[config.mk]
export PLATFORM = sky130hd
export DESIGN_NAME = if_id_reg
export DESIGN_NICKNAME = d
export VERILOG_FILES = /design/src/rtl/if_id_reg.sv
export SDC_FILE = /design/constraint.sdc
export NUM_CORES = 1
export LEC_CHECK = 0
export CORE_MARGIN = 3
export CORE_UTILIZATION = 46
export DETAILED_ROUTE_END_ITERATION = 8
export PLACE_DENSITY = 0.94
export SLEW_MARGIN = 15
export SYNTH_ARGS = -nofsm -noshare
export SYNTH_HDL_FRONTEND = slang
export SYNTH_SLANG_ARGS = --single-unit
[constraint.sdc]
create_clock -name clk -period 11.05 [get_ports clk]
set_input_delay 3.315 -clock clk [delete_from_list [all_inputs] [get_ports clk]]
set_output_delay 3.315 -clock clk [all_outputs]
set_load 0.1 [all_outputs]
[src/rtl/if_id_reg.sv]
// IF/ID pipeline register: captures the fetched instruction, PC, link address and fetch exception for decode.
// One-cycle latency, no combinational input-to-output path; Flush inserts a bubble and overrides Stall, which holds.
module if_id_reg #(
    parameter logic [31:0] RESET_PC  = 32'h00003000,
    parameter logic [31:0] NOP_INSTR = 32'h00000000
) (
    input  logic        clk,
    input  logic        reset,
    input  logic        Stall,
    input  logic        Flush,
    input  logic [31:0] PCIn,
    input  logic [31:0] InstrIn,
    input  logic [4:0]  ExcCodeIn,
    input  logic        IsBranchD,
    output logic [31:0] InstrD,
    output logic [31:0] PCD,
    output logic [31:0] PC8D,
    output logic [4:0]  ExcCodeD,
    output logic        BDD,
    output logic        ValidD
);

    typedef struct packed {
        logic [31:0] instr;
        logic [31:0] pc;
        logic [31:0] pc8;
        logic [4:0]  exc;
        logic        bd;
        logic        vld;
    } id_stage_t;

    localparam id_stage_t RESET_STAGE = '{
        instr: NOP_INSTR,
        pc:    RESET_PC,
        pc8:   RESET_PC + 32'd8,
        exc:   5'd0,
        bd:    1'b0,
        vld:   1'b0
    };

    id_stage_t   r_stage;
    id_stage_t   w_load;
    id_stage_t   w_bubble;
    logic [31:0] w_pc8;

    // Link address wraps modulo 2^32; no range checking is done here.
    assign w_pc8 = PCIn + 32'd8;

    // A faulting fetch still carries its PC/BD so EPC can be formed, but its word is never decoded.
    always_comb begin
        w_load       = '0;
        w_load.instr = (ExcCodeIn == 5'd0) ? InstrIn : NOP_INSTR;
        w_load.pc    = PCIn;
        w_load.pc8   = w_pc8;
        w_load.exc   = ExcCodeIn;
        w_load.bd    = IsBranchD;
        w_load.vld   = 1'b1;
    end

    always_comb begin
        w_bubble       = '0;
        w_bubble.instr = NOP_INSTR;
        w_bubble.pc    = PCIn;
        w_bubble.pc8   = w_pc8;
    end

    always_ff @(posedge clk or posedge reset) begin
        if (reset) begin
            r_stage <= RESET_STAGE;
        end else if (Flush) begin
            r_stage <= w_bubble;
        end else if (!Stall) begin
            r_stage <= w_load;
        end
    end

    assign InstrD   = r_stage.instr;
    assign PCD      = r_stage.pc;
    assign PC8D     = r_stage.pc8;
    assign ExcCodeD = r_stage.exc;
    assign BDD      = r_stage.bd;
    assign ValidD   = r_stage.vld;

endmodule

Word-level counts from Yosys, hierarchy flattened
Cells that the tools add are included.

$add $sub $neg: 1. Eq/ne operators: 1. Muxes and demuxes: 3. Reductions and logical operators: 1.

Operators by type and width (count): $mux 103 (2); $add 32x4->32 const B (1); $mux 32 (1); $logic_not 5->1 (1); $ne 2x1->1 const B (1).

Flip-flop bits (word level): 103. Output and inout bits: 103. Word-level logic and storage cells: 12.

Logic depth before layout (Yosys ltp)
Depth in word-level cells: 4. Depth in mapped cells: 7. Depth with buffers taken out: 5.

Worst setup path before layout
Ideal clock, no wire load.

Kind: input to register. From: in PCIn[7]. To: reg r_stage (netlist bit PC8D[31]). Library setup time: 0.141 ns. Arrival: 4.711 ns. Data required time: 10.909 ns. Slack: 6.198 ns. Cell stages on the path: 6. Buffers on the path: 2. Cells stage by stage: clkbuf_2 nand4_4 or4_4 buf_6 o41ai_1 a31oi_1.

Cells in the longest elaborated chain, start to end: 3.

RTL lines: from (decl) (RTL line 11) `input logic [31:0] PCIn,`; $add 32x4->32 (*) (RTL line 47) `assign w_pc8 = PCIn + 32'd8;`; $mux 103 (RTL line 72) `end else if (!Stall) begin`; $mux 103 (*) (RTL line 70) `end else if (Flush) begin`; to (signal assigned) (RTL line 71) `r_stage <= w_bubble;`; to (signal assigned) (RTL line 73) `r_stage <= w_load;`; to (decl) (RTL line 41) `id_stage_t r_stage;`.

Mark *: on every way between the ends. The rest lies on a longest branch, timed or not. The select of a mux whose other input is x is not followed. A chain may end at the register's enable or synchronous reset.

Worst setup path after layout
From: in Stall. To: reg r_stage (netlist bit PC8D[9]).

Cells in the longest elaborated chain, start to end: 1.

RTL lines: from (decl) (RTL line 9) `input logic Stall,`; $ne 2x1->1 (no line).

No other way between the ends.

==> reports/metrics.yaml <==
synth:
  yosysTopAreaCell: "dfrtp_1"
  synth_cell_types: 38
  seq_area_frac_synth_pct: 59.0
  syn_area_per_cell_um2: 10.3
  synth-edff-count: 0
  synthFlopType: "dfrtp_1"
  synth-async-reset-ratio_pct: 100
  synth.area.top_cells: "dfrtp_1 (56%), nand2_1 (9.5%), a22o_1 (6.6%), dfstp_2 (3.1%), o21ai_0 (3.1%)"
  syn_nets: 490
  synth_top_area_share_pct: 55.9
  synthCells: 415
  yosys_warnings: 0
  synth_seq_cells: 100
  syn_area_um2: 4250
sta:
  finalCriticalPeriod_ps: 5520
  drv_slew: 0
  period_share_pct: 50.0
  hold_viol: 0
  rsz0062_at_grt: "no"
  finalSetupViolCount: 0
  layout_setup_ws_ps: 5530
  setup_tns_ps: 0
  maxSlewHeadroom_pct: 31.6
  fmax_ghz: 0.181
  tightest_slew_ps: 1020
  fin_skew_ps: 0
job:
  maxCapViolations: 0
placed_design:
  pre_cts_ws_ps: 5150
  dpl.hpwl_mm: 8.86
  io_buffers: 176
  place_congestion: 0.894
  place_area_um2: 6050
power:
  switching_power_uw: 367
  leakage_uw: 0.00267
  intPower_uw: 549
  seq_power_share_pct: 43.8
  p_sw_share_pct: 40.1
  power.total_uw: 916
  p_per_area_nw_per_um2: 147
  vdd_drop_max_mv: 0.0892
  comb_power_share_pct: 32.0
  pwr-share-clk_pct: 24.3
layout:
  drive_gt1_share_pct: 5.34
  stdcell_area_um2: 6240
  final_common_cell: "clkdlybuf4s50_1"
  fillers: 643
  mostFrequentLayoutCells: "clkdlybuf4s50_1 (176), nand2_1 (108), dfrtp_1 (95)"
  diodes: 0
  area_delta_synth_final_pct: 46.8
  nets: 650
  post-route-util_pct: 70.6
global_route:
  antenna_found_initial: 0
  busiest_layer: "met2"
  grtUsageMet1_pct: 29.0
  grt_pass1_wl_mm: 18.8
  grt_max_degree: 62
  use_met2_pct: 40.2
  grt_pass1_vias: 3751
  grt_usage_pct: 22.8
  overflow: 0
  grt_use_met3_pct: 3.75
clocking:
  cts_setup_buffers: 0
  cts_resized: 0
  htreeDepth: 3
  clk_latency_ps: 340
  cts_tree: "yes"
  cts_sinks: 100
  postCtsHoldBufs: 0
  clockBufferDepth: 2
  ctsRootBufferMaster: "clkbuf_8"
  clk_pin_slew_ps: 110
  cts_buffers: 9
routing:
  drt-wirelength-per-cell_um: 17.0
  drt_iter0_drc: 173
  vias: 3742
  drc_errors: 0
  viasPerCell: 5.44
  totalWireLength_mm: 11.7
  ant_nets: 0
  drt_pass1_iterations: 5
setup_path:
  start_kind: "input pin"
  setup.worst_path.start: "Stall"
  cp.required_ps: 11250
  r2r_start: "PC8D[3]$_DFFE_PP1P_"
  worstSetupPathType: "in2reg"
  crit_fanout: 61
  cp.arrival_ps: 5730
  worst_setup_path_end_kind: "register"
floorplan:
  core_area_um2: 8850
  die_width_um: 102
  die_y_um: 102
  start_util_pct: 48.1
  ios: 177
  num_rows: 34
  dieArea_um2: 10400
status:
  status: "completed"
worst_hold_path:
  hold_path_class: "reg2reg"
  hold_start: "PCD[12]$_DFFE_PP1P_"
==> final timing paths <==
check,end,slack [ps],cells past startpoint
setup / recovery,PC8D[9]$_DFFE_PP0P_,5530,4
hold / removal,PCD[12]$_DFFE_PP1P_,460,2
setup reg to reg,PC8D[3]$_DFFE_PP1P_,10190,2
hold reg to reg,PCD[12]$_DFFE_PP1P_,460,2
max in group asynchronous,InstrD[1]$_DFFE_PP0P_,6540,3
min in group asynchronous,InstrD[13]$_DFFE_PP0P_,3350,2
==> flip-flops by register name (all words and copies together) (netlist names) <==
signal	flops
PC8D	29
BDD	1
PCD	32
ExcCodeD	5
ValidD	1
InstrD	32
==> metal layers <==
metal,up-vias,wire length (µm)
met3,14,703
met1,1833,4500
li1,1760,-
met4,0,187
met2,135,6290
met5,-,0
==> power groups by stage <==
| stage | Sequential (µW) | Combinational [µW] | Clock, µW |
|---|---|---|---|
| 4_1_cts | 401 | 295 | 228 |
| 6_report | 401 | 293 | 222 |
| 3_5_place_dp | 408 | 294 | 0 |
| 5_1_grt | 403 | 305 | 246 |
| 3_3_place_gp | 407 | 290 | 0 |
| 2_1_floorplan | 563 | 47.1 | 0 |
==> synth_stat cells (7+ instances only) <==
library cell	number
o21ai_0	26
clkbuf_1	18
dfrtp_1	95
xnor2_1	10
nor2_1	21
nand2_1	108
a31oi_1	12
nand4_1	9
a22o_1	32
or3_1	7
inv_1	7
==> worst max-delay path, cell delays in order <==
cell,delay [ps]
clkdlybuf4s50_1,770
nor2b_4,790
buf_4,600
o21ai_0,200
==> area by class of cell <==
| type | instances | area (µm²) | share of cell area [%] |
|---|---|---|---|
| clock inverter | 7 | 66.3 | 1.06 |
| tap | 108 | 135 | 2.16 |
| multi-input combinational | 278 | 1600 | 25.6 |
| timing repair buffer | 179 | 1780 | 28.6 |
| clock buffer | 9 | 124 | 1.98 |
| inverter | 7 | 28.8 | 0.461 |
| sequential | 100 | 2510 | 40.2 |
==> stage by stage <==
stage	std cells	hold WS [ps]
after floorplan	415	677
after global placement	672	445
after detailed placement	672	447
after CTS	688	460
after global routing	688	484
final	688	459
==> cell families after synthesis <==
group / after synthesis / share of synthesized area [%]
buf+inv: 37 / 3.94
fa+ha+maj: 1 / 0.294
mux: 6 / 1.41
simple gates: 178 / 19.5
xor+xnor: 14 / 2.88
compound gates: 79 / 13.0
flops: 100 / 59.0
No activity file was read; power rests on OpenSTA's default activity.
==> variant, RTL diff (same flow settings) <==
Set the parameter `RESET_PC` to 32'h00002000 (it was 32'h00003000).
--- a/src/rtl/if_id_reg.sv
+++ b/src/rtl/if_id_reg.sv
@@ -3,3 +3,3 @@
 module if_id_reg #(
-    parameter logic [31:0] RESET_PC  = 32'h00003000,
+    parameter logic [31:0] RESET_PC  = 32'h00002000,
     parameter logic [31:0] NOP_INSTR = 32'h00000000
Function: changed (Yosys sat finds a counterexample within 4 cycles, from zero or initial values and one cycle with reset high).
==> variant against the unedited design <==
- cell count is the same
- sequential cell count unchanged
- largest power group unchanged
- synthesized area is essentially flat
- worst setup slack lost 0.090 ns
- final area barely moved
- critical endpoint is now PC8D[14]
- highest routed layer unchanged
- total power is 0.34% higher
- critical path depth unchanged
- critical path type unchanged
- wire length increased by 1.4%
==> variant: results (changes against the unedited design) <==
[outcome]
status=finished clean

[clocking]
clk_pin_slew_ns=0.10
cts-hold-fix-buffers=0  ; unchanged
cts_buffer_depth=2  ; unchanged
cts-root-buf=clkbuf_8

[logic_synthesis]
synthTopCellsByCount=nand2_1 (108), dfrtp_1 (97), a22o_1 (32)
synth_cell_types=38  ; unchanged
synth_area_leaders=dfrtp_1 (57%), nand2_1 (9.5%), a22o_1 (6.6%)
ys_seq_area_share_pct=58.95  ; about the same
syn_nets=490  ; unchanged

[hold_path]
holdPathEnd=PCD[13]
min-delay-start=PCD[13]

[cells_and_area]
drive_gt1_share_pct=5.000  ; -0.34 points
fin_util_pct=70.57  ; about the same
antenna_cells=0  ; unchanged
fill_cells=678  ; +5.4%

[power_and_ir_drop]
leakagePower_nw=2.670  ; about the same
irDropWorstVdd_v=0.00008649  ; -3.1%
power_switching_w=0.0003704  ; +0.93%

[setup_path]
reg2reg_to=PC8D[29]
path_max_fanout=54  ; -11%
worstReg2RegStart=PC8D[29]
arrival_ns=5.81  ; +0.08 ns
cpMaxStageDelayCell=nor2b_4
r2r.worst_path.cells=1  ; -1
r2r_setup_slack_ns=10.22  ; +0.03 ns
critPathMaxStageDelay_ns=0.88  ; +0.09 ns

[place]
place_area_mm2=0.006051  ; about the same
finalWeightedCongestion=0.8148  ; -8.9%
preCtsSetupSlack_ns=5.074  ; -0.07313 ns
dp_hpwl_um=8756  ; -1.2%

[drt]
avgRoutedWirePerCell_um=17.21  ; +1.4%
drt_iter0_markers=168  ; -2.9%
vias=3776  ; +0.91%

[global_routing]
antenna_found_initial=0  ; unchanged
grt_pass1_wl_um=19170  ; +1.9%
grt_max_degree=58  ; -6.5%
first_global_vias=3773  ; +0.59%
grt.total_usage_pct=23.35  ; +0.57 points

[timing]
clock_skew_ns=0  ; unchanged
whs_ns=0.4650  ; +0.006128 ns
worst_slew_pin_slew_ns=1.016  ; -0.006403 ns

## variant: cell count changes in the layout (fill, tap and decap cells not counted), sizes merged
| cell | unedited run | this run |
|---|---|---|
| clkinvlp | 2 | 3 |
| dfrtp | 95 | 97 |
| clkinv | 2 | 1 |
| dfstp | 5 | 3 |
## variant: how the worst max path moves through the flow
stage / to / slack (ns) / from
floorplan: BDD / 5.12 / reset
global placement: PC8D[7] / 5.19 / Stall
detailed placement: PC8D[14] / 5.07 / Stall
CTS: PC8D[14] / 5.48 / Stall
global route: PC8D[10] / 5.26 / Stall
finish: PC8D[14] / 5.44 / Stall
## variant: metal layers
metal	vias up	routed length, um	GRT usage, %	part of all wire [%]
li1	1760	-	-	-
met1	1803	4728	30.06	40
met2	184	6010	39.23	51
met3	29	794	3.959	6.7
met4	0	306	9.687	2.6
met5	-	0	0	0
## variant: power by group through the flow
stage | Clock, W | Combinational (W) | Sequential [W]
floorplan | 0 | 0.0000471 | 0.000563
global placement | 0 | 0.000290 | 0.000407
detailed placement | 0 | 0.000294 | 0.000407
CTS | 0.000228 | 0.000295 | 0.000401
global route | 0.000244 | 0.000305 | 0.000403
finish | 0.000225 | 0.000294 | 0.000400
## variant: kinds of logic after synthesis
group	count (synthesis)	share of synthesized area, %
AOI/OAI and AO/OA	79	12.98
xor gates and xnor gates	14	2.884
adders and majority gates	1	0.2942
buffers and inverters	37	3.943
DFF	100	58.95
muxes	6	1.413
and+or+nand+nor	178	19.54
## variant: layout make-up
type                            instances  share of cell area (%)
Tap cell                              108                   2.164
Multi-Input combinational cell        278                   25.57
Timing Repair Buffer                  179                   28.57
Sequential cell                       100                   40.13
Clock inverter                          7                   1.122
Inverter                                7                  0.4608
Clock buffer                            9                   1.984
